## src/rtl/seq_shift_add_mult32.sv

```systemverilog
// Iterative radix-2 unsigned shift-and-add multiplier, 32x32 -> 64.
// Each RUN cycle adds the multiplicand into P[63:32] through one CLA32, then shifts P right.

module cla32 (
    input  logic [31:0] i_a,
    input  logic [31:0] i_b,
    input  logic        i_cin,
    output logic [31:0] o_sum,
    output logic        o_cout
);
    logic [31:0] w_g;
    logic [31:0] w_p;
    logic [31:0] w_cbit;
    logic [8:0]  w_cgrp;

    assign w_g       = i_a & i_b;
    assign w_p       = i_a ^ i_b;
    assign w_cgrp[0] = i_cin;

    // 4-bit lookahead groups; group carries chain through group generate/propagate
    for (genvar k = 0; k < 8; k++) begin : g_grp
        logic [3:0] w_gg;
        logic [3:0] w_pp;
        logic       w_c0;
        logic       w_ggen;
        logic       w_gprop;

        assign w_gg = w_g[4*k +: 4];
        assign w_pp = w_p[4*k +: 4];
        assign w_c0 = w_cgrp[k];

        assign w_cbit[4*k]   = w_c0;
        assign w_cbit[4*k+1] = w_gg[0] | (w_pp[0] & w_c0);
        assign w_cbit[4*k+2] = w_gg[1] | (w_pp[1] & w_gg[0]) | (w_pp[1] & w_pp[0] & w_c0);
        assign w_cbit[4*k+3] = w_gg[2] | (w_pp[2] & w_gg[1]) | (w_pp[2] & w_pp[1] & w_gg[0])
                             | (w_pp[2] & w_pp[1] & w_pp[0] & w_c0);

        assign w_ggen  = w_gg[3] | (w_pp[3] & w_gg[2]) | (w_pp[3] & w_pp[2] & w_gg[1])
                       | (w_pp[3] & w_pp[2] & w_pp[1] & w_gg[0]);
        assign w_gprop = &w_pp;

        assign w_cgrp[k+1] = w_ggen | (w_gprop & w_c0);
    end

    assign o_sum  = w_p ^ w_cbit;
    assign o_cout = w_cgrp[8];
endmodule

module seq_shift_add_mult32 #(
    parameter int WIDTH = 32
) (
    input  logic                 clk,
    input  logic                 rst,
    input  logic                 in_valid,
    output logic                 in_ready,
    input  logic [WIDTH-1:0]     a,
    input  logic [WIDTH-1:0]     b,
    output logic                 out_valid,
    input  logic                 out_ready,
    output logic [2*WIDTH-1:0]   product,
    output logic                 busy
);
    localparam int CW = $clog2(WIDTH);

    typedef enum logic [1:0] {
        S_IDLE = 2'd0,
        S_RUN  = 2'd1,
        S_DONE = 2'd2
    } state_t;

    state_t              r_state;
    logic [2*WIDTH-1:0]  r_p;
    logic [WIDTH-1:0]    r_mcand;
    logic [CW-1:0]       r_cnt;
    logic                r_out_valid;
    logic                r_busy;

    logic [WIDTH-1:0]    w_add_b;
    logic [WIDTH-1:0]    w_sum;
    logic                w_cout;

    assign w_add_b = r_p[0] ? r_mcand : '0;

    cla32 u_cla (
        .i_a    (r_p[2*WIDTH-1:WIDTH]),
        .i_b    (w_add_b),
        .i_cin  (1'b0),
        .o_sum  (w_sum),
        .o_cout (w_cout)
    );

    always_ff @(posedge clk) begin
        if (rst) begin
            r_state     <= S_IDLE;
            r_p         <= '0;
            r_mcand     <= '0;
            r_cnt       <= '0;
            r_out_valid <= 1'b0;
            r_busy      <= 1'b0;
        end else begin
            case (r_state)
                S_IDLE: begin
                    if (in_valid) begin
                        r_mcand <= a;
                        r_p     <= {{WIDTH{1'b0}}, b};
                        r_cnt   <= '0;
                        r_busy  <= 1'b1;
                        r_state <= S_RUN;
                    end
                end
                S_RUN: begin
                    // carry-out lands in P[63] so the full product is kept
                    r_p   <= {w_cout, w_sum, r_p[WIDTH-1:1]};
                    r_cnt <= r_cnt + 1'b1;
                    if (r_cnt == CW'(WIDTH-1)) begin
                        r_out_valid <= 1'b1;
                        r_state     <= S_DONE;
                    end
                end
                S_DONE: begin
                    if (out_ready) begin
                        r_out_valid <= 1'b0;
                        r_busy      <= 1'b0;
                        r_state     <= S_IDLE;
                    end
                end
                default: begin
                    r_out_valid <= 1'b0;
                    r_busy      <= 1'b0;
                    r_state     <= S_IDLE;
                end
            endcase
        end
    end

    assign in_ready  = (r_state == S_IDLE) & ~rst;
    assign out_valid = r_out_valid;
    assign busy      = r_busy;
    assign product   = r_p;
endmodule

```

## config.mk

```make
export PLATFORM = sky130hd
export DESIGN_NAME = seq_shift_add_mult32
export DESIGN_NICKNAME = d
export VERILOG_FILES = /design/src/rtl/seq_shift_add_mult32.sv
export SDC_FILE = /design/constraint.sdc
export NUM_CORES = 1
export LEC_CHECK = 0
export CAP_MARGIN = 20
export CORE_UTILIZATION = 37
export CTS_CLUSTER_DIAMETER = 100
export DETAILED_ROUTE_END_ITERATION = 8
export PLACE_DENSITY = 0.65
export SLEW_MARGIN = 20
export SYNTH_ARGS = -nofsm -noshare
export SYNTH_HDL_FRONTEND = slang
export SYNTH_SLANG_ARGS = --single-unit
```

## constraint.sdc

```tcl
create_clock -name clk -period 3.2 [get_ports clk]
set_input_delay 0.64 -clock clk [delete_from_list [all_inputs] [get_ports clk]]
set_output_delay 0.64 -clock clk [all_outputs]
set_load 0.03 [all_outputs]
```

==> run metrics <==
Commonest cells post-synth=165 x nand2_1, 105 x dfxtp_1, 74 x a21oi_1; antenna cells=0; most numerous cell in the Yosys netlist=nand2_1; H-tree Lvls=3; CP Data Required Time=between 3 and 4 ns; crit path time final=approximately 3.1 ns; number of I/O pins=between 100 and 150; worst min-delay path class=reg -> reg; die area=between 15000 and 20000 um^2; GRT Residual Overflow=0; WHS Endpoint=r_mcand[20]$_SDFFE_PP0P_; TritonRoute pass-1 iters=4; Worst Setup End Kind=flop; synthesized flop and latch total=approximately 110; largest fanout on the critical path=23; Post-synth EDFFs=0; final setup vio count=0; FF-to-FF Start=product[0]$_SDFFE_PP0P_; GPL Wtd Cong=around 0.88; synthesis-to-finish area growth=35.96%; status=complete, no violations; synthesized net count=between 700 and 800; critical path's largest stage delay=~0.35 ns; Clock Tree Buf Depth=2; sequential-to-total area share from yosys stat=38.43%; Yosys top cell area share=between 30% and 40%; crit path DAT=3.30 ns; Setup CP Type=reg -> reg; # port buffers=between 100 and 150; PnR worst setup slack=between 0.1 and 0.15 ns; Die H=123.6 um; initial antenna violation count=0; final hold slack=0.4554 ns; crit-path cells=buf_12 -> and2_1 -> ha_1 -> a21oi_2 -> o32ai_2 -> nor2_2 -> o221ai_2 -> buf_4 -> o311a_1 -> o21a_1 -> or3_1 -> a32o_1; via count=5151; global-route wire length before repair=roughly 24 mm; CTS tree=done; Nets=slightly above 900; pwr/cell area=approximately 430 nW/um^2; vias per cell=a little over 5; GRT Resource Usage Total=about 20%; layout cells sized above 1=7.911%; hold depth=2; FILL cells=approximately 1400; maxcap violations=0; fmax=~0.33 GHz; Synth Flop Type=dfxtp_1; WP buf/inv=2; clock buffer count from CTS=9; Synth area leaders=dfxtp_1 38%, nand2_1 11%, ha_1 7.8%; max-slew headroom at the worst pin=a little under two fifths; Post-route DRC=0; Sink Count=about 110; hpwl dp=10.32 mm; reg-to-reg slack, setup=about 0.14 ns; CTS root buf=clkbuf_16; Std-Cell Rows=44; Final Max Tran Viols=0; Yosys top cell by area=dfxtp_1; Yosys warnings=0; Worst Tran Pin Value=0.9337 ns; WL/cell=around 15 um; worst vdd ir=0.2678 mV; Layout Skew=0.01963 ns; core box area=~14000 um^2; setup TNS=0 ns; Die W=roughly 120 um; vias in the first global route=roughly 5000; Synth cell types=50; largest net degree at the start of global routing=70; Starting Density=between 30% and 40%; worst hold start=r_mcand[20]$_SDFFE_PP0P_; FF-to-FF path depth=12; reg2reg end=product[61]$_SDFFE_PP0P_; Mapped Avg Cell Area=between 7 and 8 um^2; Finished Core Util=51.37%; part of the cycle the worst path needs=roughly 96%; pre-CTS WS=~0.015 ns; CP max-delay cell=o311a_1; Routed Antenna Nets=0; Leak=around 3 nW; Async SR Flop Fraction=0%; hold buffers post-CTS=0; 1st-iter DRT viols=between 200 and 250; Startpoint Class=flop; Final Hold Fails=0; Gate Count Post-Synth=687; final wirelength=14.85 mm; Clock Latency Late Sink=about 0.36 ns; clk slew on worst S/H paths=around 0.07 ns; crit-path leading delay family=compound AO/OA/AOI/OAI gates; Mapped Area=5470 um^2
cell type report:
cell class,instances,area [um^2],area share (%)
Clock buffer,10,229.0,3.079
Multi-Input combinational cell,527,3263,43.88
Clock inverter,6,91.34,1.228
Inverter,9,33.78,0.4542
Timing Repair Buffer,152,1486,19.99
Tap cell,184,230.2,3.096
Sequential cell,105,2103,28.28
cell families after synthesis:
group | share of synthesized area [%]
compound gates | 18.89
xor+xnor | 3.042
fa+ha+maj | 10.70
buf+inv | 3.774
flops | 38.43
simple gates | 25.16
report_power, final:
part           total, mW  switching (mW)  internal [mW]
combinational      0.572           0.327          0.246
clock               1.20           0.505          0.690
sequential          1.44          0.0552           1.38
total               3.20           0.887           2.32
sequential cells by signal, indices dropped and copies added, names as in the netlist:
signal	count
busy	1
out_valid	1
product	64
r_cnt	5
r_mcand	32
r_state	2
worst max-delay path by stage:
stage	start	end	slack, ns	cells after the start
3_3_place_gp	product[0]$_SDFFE_PP0P_	product[60]$_SDFFE_PP0P_	0.11	14
2_1_floorplan	product[0]$_SDFFE_PP0P_	product[60]$_SDFFE_PP0P_	0.1	14
3_5_place_dp	product[0]$_SDFFE_PP0P_	product[60]$_SDFFE_PP0P_	0.01	14
6_report	product[0]$_SDFFE_PP0P_	product[61]$_SDFFE_PP0P_	0.14	12
5_1_grt	product[0]$_SDFFE_PP0P_	product[55]$_SDFFE_PP0P_	-0.02	12
4_1_cts	product[0]$_SDFFE_PP0P_	product[60]$_SDFFE_PP0P_	0.03	14
layer usage:
layer	GRT usage [%]	vias to the layer above	share of wire [%]
met5	0	-	0
met4	7.831	0	1.8
met3	4.808	12	4.0
met2	34.38	101	49
met1	24.02	2430	46
li1	-	2608	-
placed cells by master (no fill, tap or decap), types with 3 or more instances in the layout:
cell type and count:
clkdlybuf4s50_1 133, ha_1 28, o21ai_0 6, a21oi_2 8
clkbuf_16 9, a22o_1 7, and2_1 32, fa_1 8
a311oi_1 32, inv_1 9, a21oi_1 69, and3_1 3
nand4_1 6, xnor2_1 5, xor2_1 14, dfxtp_1 104
ha_4 3, nor3_1 5, buf_4 18, ha_2 3
nor2_1 53, a21o_1 4, nand2_1 165, nand3_1 29
nand2b_1 3
per-stage QoR:
step / cell area (um^2) / std cells / power, mW
global route: 7437 / 993 / 3.340
CTS: 7332 / 989 / 3.241
detailed placement: 7009 / 973 / 2.035
floorplan: 5470 / 687 / 1.772
global placement: 7009 / 973 / 2.025
finish: 7437 / 993 / 3.203
worst register-to-register path, delay by kind of cell (launching register included):
| family | cells | cell delay, ns |
|---|---|---|
| adders and majority gates | 1 | 0.34 |
| AOI/OAI and AO/OA | 6 | 1.28 |
| DFF | 1 | 0.34 |
| and+or+nand+nor | 3 | 0.68 |
| buffers and inverters | 2 | 0.32 |
timing repair:
item / CTS / global route
pin swaps: 0 / 6
gates resized for setup: 1 / 16
endpoints found under the setup margin: 1 / 6
gates cloned: 0 / 0
setup buffers: 0 / 4
Power figures use the tool's default switching activity.
